$ cat config.mk
export PLATFORM = sky130hd
export DESIGN_NAME = dense_activate_back_reg
export DESIGN_NICKNAME = d
export VERILOG_FILES = /design/src/rtl/dense_activate_back_reg.sv
export SDC_FILE = /design/constraint.sdc
export NUM_CORES = 1
export LEC_CHECK = 0
export CAP_MARGIN = 20
export CORE_MARGIN = 3
export CORE_UTILIZATION = 50
export DETAILED_ROUTE_END_ITERATION = 10
export PLACE_DENSITY_LB_ADDON = 0.08
export SYNTH_ARGS = -nofsm -noshare
export SYNTH_HDL_FRONTEND = slang
export SYNTH_SLANG_ARGS = --single-unit
export TNS_END_PERCENT = 30
$ cat constraint.sdc
create_clock -name clk -period 3 [get_ports clk]
set_input_delay 0.6 -clock clk [delete_from_list [all_inputs] [get_ports clk]]
set_output_delay 0.6 -clock clk [all_outputs]
set_load 0.005 [all_outputs]
$ cat src/rtl/dense_activate_back_reg.sv
// ----------------------------------------------------------------------------
// dense_activate_back_reg
//
// Elastic backward-path register between the activation-derivative stage and
// the dense weight-update stage. A 2-entry skid buffer carries the gradient
// bundle with valid/ready on both sides, so downstream stalls never drop data.
// It also counts beat position within a layer burst and flags the last beat.
//
// Ports
//   clk, rst_n                  clock, async active-low reset
//   flush                       sync clear of buffer and beat counter
//   in_valid / in_ready         upstream handshake
//   act_type .. backprop_controll  incoming bundle fields
//   burst_len                   beats per burst (0 treated as 1)
//   out_valid / out_ready       downstream handshake
//   *_out                       head (oldest) entry fields
//   out_last                    head is the last beat of its burst
//   occupancy                   entries held (0..2)
// ----------------------------------------------------------------------------
module dense_activate_back_reg #(
    parameter int unsigned size                   = 3,
    parameter int unsigned data_size              = 16,
    parameter int unsigned cost_type_size         = 8,
    parameter int unsigned dense_type_size        = 4,
    parameter int unsigned act_type_size          = 4,
    parameter int unsigned backprop_controll_size = 66
) (
    input  logic                              clk,
    input  logic                              rst_n,
    input  logic                              flush,
    input  logic                              in_valid,
    output logic                              in_ready,
    input  logic [act_type_size-1:0]          act_type,
    input  logic [dense_type_size-1:0]        dense_type,
    input  logic [cost_type_size-1:0]         cost_type,
    input  logic [data_size*size-1:0]         grad,
    input  logic [data_size*size-1:0]         x,
    input  logic [data_size*size-1:0]         w,
    input  logic [backprop_controll_size-1:0] backprop_controll,
    input  logic [7:0]                        burst_len,
    output logic                              out_valid,
    input  logic                              out_ready,
    output logic [act_type_size-1:0]          act_type_out,
    output logic [dense_type_size-1:0]        dense_type_out,
    output logic [cost_type_size-1:0]         cost_type_out,
    output logic [data_size*size-1:0]         grad_out,
    output logic [data_size*size-1:0]         x_out,
    output logic [data_size*size-1:0]         w_out,
    output logic [backprop_controll_size-1:0] backprop_controll_out,
    output logic                              out_last,
    output logic [1:0]                        occupancy
);

    localparam int unsigned vec_w   = data_size * size;
    localparam int unsigned entry_w = act_type_size + dense_type_size + cost_type_size
                                      + 3 * vec_w + backprop_controll_size;

    logic [entry_w-1:0] in_entry;
    logic [entry_w-1:0] head_q, head_d;
    logic [entry_w-1:0] tail_q, tail_d;
    logic [1:0]         occ_q, occ_d;
    logic [7:0]         beat_idx_q, beat_idx_d;
    logic [7:0]         last_idx;
    logic               push, pop;

    assign in_entry = {act_type, dense_type, cost_type, grad, x, w, backprop_controll};

    // Head register drives the outputs directly: no path from out_ready.
    assign {act_type_out, dense_type_out, cost_type_out, grad_out, x_out, w_out,
            backprop_controll_out} = head_q;

    assign occupancy = occ_q;
    assign in_ready  = (occ_q != 2'd2);
    assign out_valid = (occ_q != 2'd0);
    assign push      = in_valid & in_ready;
    assign pop       = out_valid & out_ready;

    // burst_len of 0 behaves as a single-beat burst.
    assign last_idx = (burst_len == 8'd0) ? 8'd0 : burst_len - 8'd1;
    assign out_last = out_valid & (beat_idx_q == last_idx);

    always_comb begin
        head_d     = head_q;
        tail_d     = tail_q;
        occ_d      = occ_q;
        beat_idx_d = beat_idx_q;

        if (flush) begin
            occ_d      = 2'd0;
            beat_idx_d = 8'd0;
        end else begin
            unique case (occ_q)
                2'd0: begin
                    if (push) begin
                        head_d = in_entry;
                        occ_d  = 2'd1;
                    end
                end
                2'd1: begin
                    if (push && pop) begin
                        head_d = in_entry;
                    end else if (push) begin
                        tail_d = in_entry;
                        occ_d  = 2'd2;
                    end else if (pop) begin
                        occ_d = 2'd0;
                    end
                end
                2'd2: begin
                    if (pop) begin
                        head_d = tail_q;
                        occ_d  = 2'd1;
                    end
                end
                default: begin
                    occ_d = 2'd0;
                end
            endcase

            if (pop) begin
                beat_idx_d = out_last ? 8'd0 : beat_idx_q + 8'd1;
            end
        end
    end

    always_ff @(posedge clk or negedge rst_n) begin
        if (!rst_n) begin
            head_q     <= '0;
            tail_q     <= '0;
            occ_q      <= 2'd0;
            beat_idx_q <= 8'd0;
        end else begin
            head_q     <= head_d;
            tail_q     <= tail_d;
            occ_q      <= occ_d;
            beat_idx_q <= beat_idx_d;
        end
    end

endmodule

**Yosys cells after proc, flatten, opt, wreduce, memory -nomap -nowiden**

Cells that the tools add are included.

- Register bits: 462

- $add $sub $neg: 2
- Equal/unequal tests: 11
- Muxes and demuxes: 15
- Bitwise operators: 5
- Reduce and logical (&&, ||, !) cells: 9

Operators by type and width:

| kind | count |
|---|---|
| $mux 226 | 3 |
| $pmux 226 s3 | 1 |
| $mux 8 | 4 |
| $mux 2 | 6 |
| $ne 3x3->1 const B | 3 |
| $add 8x1->8 const B | 1 |
| $eq 8x8->1 | 1 |
| $logic_not 8->1 | 1 |
| $ne 2x2->1 const B | 4 |
| $reduce_and 4->1 | 2 |
| $sub 8x1->8 const B | 1 |
| $pmux 2 s3 | 1 |
| $reduce_and 5->1 | 1 |
| $ne 4x4->1 const B | 1 |
| $reduce_bool 2->1 | 2 |
| $and 1x1->1 | 3 |
| $reduce_bool 3->1 | 1 |
| $eq 2x1->1 const B | 1 |
| $eq 2x2->1 const B | 1 |
| $logic_not 2->1 | 1 |
| $not 1->1 | 2 |
| $logic_and 1x1->1 | 1 |

**Longest topological paths before layout**

Gate-level depths: netlist of run 1.

- Depth after elaboration: 7
- Gate-level depth with buffers: 11
- Mapped depth without buffers: 9

**Worst setup path before layout of run 1**

No wires, ideal clock.

- Path type: input -> register
- Start point: input burst_len[0]
- End point: register beat_idx_q[2]
- Setup time: 0.128 ns
- Data arrival time: 2.527 ns
- Required time: 2.872 ns
- Path slack: 0.344 ns
- Stages on the path: 11
- Cells stage by stage: inv_1 -> ha_1 -> buf_2 -> nor4b_1 -> nor4b_1 -> o21a_1 -> o2111ai_1 -> or4_1 -> buf_6 -> a31oi_1 -> o22ai_1

- Longest elaborated chain between the ends: 7
- Elaborated cells between the ends (all ways): 8

Ends and longest elaborated chain:

| item | RTL line | text |
|---|---|---|
| start: declaration | 40 | `input logic [7:0] burst_len,` |
| $sub 8x1->8 / $logic_not 8->1 (equally long branches) | 79 | `assign last_idx = (burst_len == 8'd0) ? 8'd0 : burst_len - 8'd1;` |
| $mux 8 (*) | 79 |  |
| $eq 8x8->1 (*) | 80 | `assign out_last = out_valid & (beat_idx_q == last_idx);` |
| $and 1x1->1 (*) | 80 |  |
| $mux 8 (*) | 121 | `beat_idx_d = out_last ? 8'd0 : beat_idx_q + 8'd1;` |
| $mux 8 (*) | 120 | `if (pop) begin` |
| $mux 8 (*) | 88 | `if (flush) begin` |
| end signal: assignment | 136 | `beat_idx_q <= beat_idx_d;` |
| end: declaration | 62 | `logic [7:0] beat_idx_q, beat_idx_d;` |

Mark *: on every way between the ends. The rest lies on a longest branch, timed or not. The select of a mux whose other input is x is not followed.
A chain may end at the register's enable or synchronous reset.

**Worst setup path after layout of run 1**

- Start point: input burst_len[7]
- End point: output out_last

- Longest elaborated chain between the ends: 4
- Elaborated cells between the ends (all ways): 5

Ends and longest elaborated chain:

| item | RTL line | text |
|---|---|---|
| $sub 8x1->8 / $logic_not 8->1 (equally long branches) | 79 |  |
| $mux 8 (*) | 79 |  |
| $eq 8x8->1 (*) | 80 |  |
| $and 1x1->1 (*) | 80 |  |
| end: declaration | 50 | `output logic out_last,` |

Mark *: on every way between the ends. The rest lies on a longest branch, timed or not.

==> flow_summary.toml, run 1 <==
[route]
routed_via_density = 5.41
drtAntennaViolNets = 0
drc = 0
wl_met2_um = 26500
top_layer = "met5"
vias = 15400
drt_iter0_markers = 828
finalWirelength_um = 56000
wl_per_cell_um = 19.6
wl_met3_um = 5430
drt_first_pass_iters = 5
wl_met1_um = 21800

[timing]
finalSetupTns_ns = 0
fin_crit_sh_pct = 96.8
setup_violations = 0
hold_violations = 0
maxSlewViolCount = 0
worst_pin_slew_ns = 1.27
fin_crit_ns = 2.90
worst_slack_ns = 0.0964
whs_ns = 0.0487
rsz0062_at_grt = "false"
finalClockSkew_ns = 0.0160
fmax_mhz = 344
maxSlewHeadroom_pct = 15.3

[critical_path]
rr_startpoint = "beat_idx_q[0]"
crit_chain = "clkdlybuf4s50_1 -> buf_4 -> buf_4 -> nor4b_2 -> nor4b_4 -> o21a_1 -> o211a_1 -> buf_2"
crit_family = "buffers and inverters"
crit_path_end_kind = "output port"
critical_path.max_fanout = 5
path_common_cell = "buf_4"
critPathLaunch = "burst_len[7]"
critPathRequiredTime_ns = 2.40
worstSetupEndpoint = "out_last"
worstSetupStartpointType = "input port"
r2r_end = "beat_idx_q[2]"
ff2ff_path_depth = 9
critPathKind = "in2out"
arrival_ns = 2.30
crit_buf_inv = 4
crit_cells = 8
crit_slowest_cell = "clkdlybuf4s50_1"
regToRegSetupSlack_ns = 0.63
critical-path-max-stage-delay_ns = 0.42

[floorplanning]
start_util_pct = 51.0
io_pins = 470
chipWidth_um = 202
rows = 71
core_sq_um = 37800
die_y_um = 202
dieArea_sq_um = 41000

[clock_tree]
clk_pin_slew_worst_paths_ns = 0.06
tritoncts = "done"
cts_buffers = 48
cts.hold.buffers_added = 0
clockBufferDepth = 3
clock_latency_ns = 0.57
clockRootBuffer = "clkbuf_16"
clock-sinks = 462
htree_levels = 2

[power_and_ir_drop]
switching_power_mw = 4.70
pwr-share-comb_pct = 21.1
p_sw_share_pct = 25.5
powerDensity_nw_per_um2 = 690
clock_power_share_pct = 32.8
p_int_mw = 13.7
leakagePower_nw = 11.3
ir_drop_mv = 0.533
p_seq_share_pct = 46.2

[yosys]
syn_nets = 2078
synth_top_cell_by_area = "dfrtp_1"
syn_inst = 1837
synth_top_area_share_pct = 59.9
synthArstFlopShare_pct = 100
ys_top_cells_by_area = "dfrtp_1, mux2_2, nand2_1"
yosysWarningCount = 0
ys.flop_type = "dfrtp_1"
syn_area_per_cell_sq_um = 10.5
synth_cell_types = 50
yosysSeqAreaShare_pct = 59.9
yosys_register_bits = 462
synth.cell_area_sq_um = 19300
synth_edf_count = 0

[placement]
preCtsSetupSlack_ns = -0.658
dp_hpwl_um = 37700
portBuffers = 469
gp_congestion = 0.838
dp.cells = 2752

[global_route]
grt_max_degree = 228
grt_overflow = 0
grt_pass1_vias = 15700
globalRouteTotalUtil_pct = 27.0
grt_first_pass_wirelength_um = 87600
antenna_found_initial = 22

[flow_run]
cap_viol_max_count = 0

[worst_hold_path]
hold_class = "in2async"

[cells_and_area]
syn_to_final_growth_pct = 38.4
final_util_pct = 70.6
drive_above_1_share_pct = 17.1
fin_nets = 2534
finalNonFillerCells = 2853

[status]
status = "finished clean"
## sequential cells by signal, indices dropped and copies added (netlist names)
name	flops
occupancy	2
head_q	226
tail_q	226
beat_idx_q	8
## layout by cell type (no fill, tap or decap), types with 3 or more instances in the layout
cell type / instances
mux2_2: 226
clkinv_2: 3
bufinv_16: 3
inv_6: 3
o21ai_1: 5
dfrtp_1: 462
a31oi_1: 231
o21ai_0: 5
nor2_1: 231
nand2_1: 461
a21oi_1: 6
o22ai_1: 4
clkbuf_8: 16
buf_4: 44
clkdlybuf4s50_1: 461
clkbuf_16: 49
inv_1: 6
diode_2: 16
clkbuf_1: 10
buf_12: 23
nand3_1: 8
## through the flow
| stage | power [mW] | instance area, sq um |
|---|---|---|
| 6_report | 18.4 | 26700 |
| 2_1_floorplan | 10.1 | 19300 |
| 3_5_place_dp | 12.5 | 24900 |
| 3_3_place_gp | 12.3 | 24900 |
| 4_1_cts | 18.6 | 26600 |
| 5_1_grt | 19.4 | 26700 |
## cells by family (layout without fill, tap and decap cells)
group,count (synthesis),after routing,share of synthesized area (%)
buf+inv,139,628,2.81
xor+xnor,5,5,0.227
other cells,0,16,0
flops,462,462,59.9
mux,228,228,13.3
compound gates,271,271,8.87
simple gates,730,730,14.7
fa+ha+maj,2,2,0.130
## per-layer routing
| metal | vias up | track usage (%) |
|---|---|---|
| met5 | - | 0 |
| met4 | 14 | 12.6 |
| met3 | 114 | 10.7 |
| met2 | 462 | 42.5 |
| met1 | 7658 | 32.8 |
| li1 | 7184 | - |
## worst min path at each step
stage | startpoint | end | slack (ns)
detailed placement | tail_q[169] | tail_q[169] | 0.49
finish | rst_n | head_q[217] | 0.05
floorplan | rst_n | beat_idx_q[0] | 0.30
global route | rst_n | head_q[217] | 0.08
CTS | rst_n | head_q[216] | 0.06
global placement | tail_q[197] | tail_q[197] | 0.49
## what timing repair did
action | 4_1_cts | 5_1_grt
buffers inserted | 1 | 1
pin swaps | 6 | 9
gates resized for setup | 27 | 13
endpoints found under the setup margin | 1 | 1
## cell usage after synthesis (all sizes together) (2+ instances only)
cell	number
mux2	226
xor2	2
mux2i	2
ha	2
buf	7
clkbuf	125
a21oi	9
nor4	2
nand2	463
o21ai	10
nand3	9
inv	7
nand4	2
and3	2
or4	2
nor2	231
o22ai	4
nand2b	2
nor3	4
o31ai	3
nor2b	3
xnor2	3
nor3b	3
dfrtp	462
nor4b	3
a31oi	231
or2	2
## area by class of cell
cell class / instances / area [sq um]
Multi-Input combinational cell: 1236 / 7320
Sequential cell: 462 / 11600
Tap cell: 511 / 639
Clock buffer: 75 / 1480
Fill cell: 2822 / 11100
Inverter: 7 / 31.3
Antenna cell: 16 / 40.0
Timing Repair Buffer: 538 / 5510
Clock inverter: 8 / 123
## power groups by stage
stage	Sequential [mW]	Clock [mW]	Combinational (mW)
6_report	8.51	6.04	3.89
5_1_grt	8.69	6.43	4.24
4_1_cts	8.51	6.17	3.93
3_5_place_dp	8.61	0	3.90
3_3_place_gp	8.52	0	3.80
2_1_floorplan	8.48	0	1.65
No activity file was read; power rests on OpenSTA's default activity.
==> inputs of run 2 (changes only) <==
clock period = 2.9 ns   (was 3 ns; I/O delays follow)
==> flow_summary.toml, run 2 (synthesis gave the netlist of run 1 again) <==
[status]
status = "finished clean"

[cells_and_area]
final_cell_area_sq_um = 26500
final_util_pct = 70.1
drive_above_1_share_pct = 16.7
final_cell_mix = "nand2_1, dfrtp_1, clkdlybuf4s50_1, nor2_1, a31oi_1"
fin_nets = 2530
finalNonFillerCells = 2846
syn_to_final_growth_pct = 37.5
reg_top3 = "head_q: 226 flops, tail_q: 226 flops, beat_idx_q: 8 flops"

[placement]
gp_congestion = 0.819
dp.cells = 2751
portBuffers = 469
dp_hpwl_um = 38100
postPlaceCellArea_sq_um = 24900

[worst_hold_path]
hold_start = "tail_q[197]"
hold_class = "reg2reg"

[route]
finalWirelength_um = 56400
drc = 0
vias = 15400
drt_first_pass_iters = 5
routed_via_density = 5.42
drtAntennaViolNets = 0
wl_per_cell_um = 19.8
drt_iter0_markers = 865

[floorplanning]
start_util_pct = 51.0
core_sq_um = 37800
dieArea_sq_um = 41000
chipWidth_um = 202
rows = 71
die_y_um = 202
io_pins = 470

[clock_tree]
clk_pin_slew_worst_paths_ns = 0.06
clock-sinks = 462
clock_latency_ns = 0.57
cts_setup_buffers = 0
cts_buffers = 47
clockRootBuffer = "clkbuf_16"
tritoncts = "done"
clockBufferDepth = 3
htree_levels = 2

[critical_path]
critPathKind = "in2out"
arrival_ns = 2.22
crit_path_end_kind = "output port"
worstSetupStartpointType = "input port"
rr_startpoint = "beat_idx_q[2]"
regToRegSetupSlack_ns = 0.53
critPathRequiredTime_ns = 2.32
critPathLaunch = "burst_len[3]"
critical_path.max_fanout = 6

[power_and_ir_drop]
leakagePower_nw = 11.2
clock_power_share_pct = 31.1
p_seq_share_pct = 47.3
powerDensity_nw_per_um2 = 703
pwr-share-comb_pct = 21.6
switching_power_mw = 4.89
ir_drop_mv = 0.570
p_int_mw = 13.8
p_sw_share_pct = 26.2

[global_route]
grt_first_pass_wirelength_um = 88100
globalRouteTotalUtil_pct = 27.2
antenna_found_initial = 15
grt_max_degree = 227
grt_pass1_vias = 15700
grt_overflow = 0

[timing]
fin_crit_ns = 2.80
maxSlewViolCount = 0
worst_pin_slew_ns = 1.36
fin_crit_sh_pct = 96.7
fmax_mhz = 357
setup_violations = 0
hold_violations = 0
maxSlewHeadroom_pct = 9.45
whs_ns = 0.505
finalClockSkew_ns = 0.0125

[flow_run]
cap_viol_max_count = 0
==> run 2: cell count changes in the layout (fill, tap and decap cells not counted), moves of 3 or more <==
cell	change
clkbuf_8	-4
clkinv_2	+3
bufinv_16	-3
diode_2	-5
clkbuf_1	+5
buf_4	-7
==> run 2: critical path, cell delays in order <==
cell and delay (ns):
clkdlybuf4s15_1 0.26, or4_4 0.56, and2_4 0.19, a21oi_4 0.13, o31ai_4 0.08, nor3_2 0.12
o211a_1 0.18, buf_2 0.12
==> run 2: power by group through the flow <==
stage	Clock, mW	Sequential [mW]	Combinational, mW
2_1_floorplan	0	8.77	1.70
3_3_place_gp	0	8.82	3.93
3_5_place_dp	0	8.91	4.04
4_1_cts	5.89	8.82	4.07
5_1_grt	6.15	9.00	4.39
6_report	5.79	8.82	4.03
==> run 2: stage by stage <==
| step | TNS, ns | total power [mW] | setup WS, ns |
|---|---|---|---|
| final | 0 | 18.6 | 0.0954 |
| after global routing | -0.00388 | 19.5 | -0.00388 |
| after CTS | 0 | 18.8 | 0.00852 |
| after detailed placement | -4.45 | 13.0 | -0.735 |
| after global placement | -4.77 | 12.7 | -0.741 |
| after floorplan | 0 | 10.5 | 0.264 |
==> run 2: cell type report <==
class / instances / area (sq um)
flip-flops and latches: 462 / 11600
fillers: 2882 / 11300
multi-input cells: 1236 / 7320
repair buffers: 535 / 5500
clock buffers: 74 / 1400
well taps: 511 / 639
clock inverters: 10 / 63.8
inverters: 7 / 31.3
diodes: 11 / 27.5
==> run 2: metal layers <==
metal	vias to the layer above	track usage, %	wire, um
li1	7196	-	-
met1	7680	33.3	22100
met2	439	43.3	26800
met3	113	10.1	5110
met4	8	11.9	2330
met5	-	0	50
==> run 2: timing repair <==
action / 4_1_cts / 5_1_grt
endpoints found under the setup margin: 1 / 1
hold buffers: 1 / 0
endpoints found under the hold margin: 42 / 0
pin swaps: 9 / 6
resized for setup: 28 / 16
==> run 2: worst paths after layout <==
path                                 end  cells after the start
hold / removal               tail_q[197]                      1
min in group asynchronous    head_q[219]                      2
setup reg to reg           beat_idx_q[2]                      9
max in group asynchronous    tail_q[116]                      3
setup / recovery                out_last                      8
hold reg to reg              tail_q[197]                      1
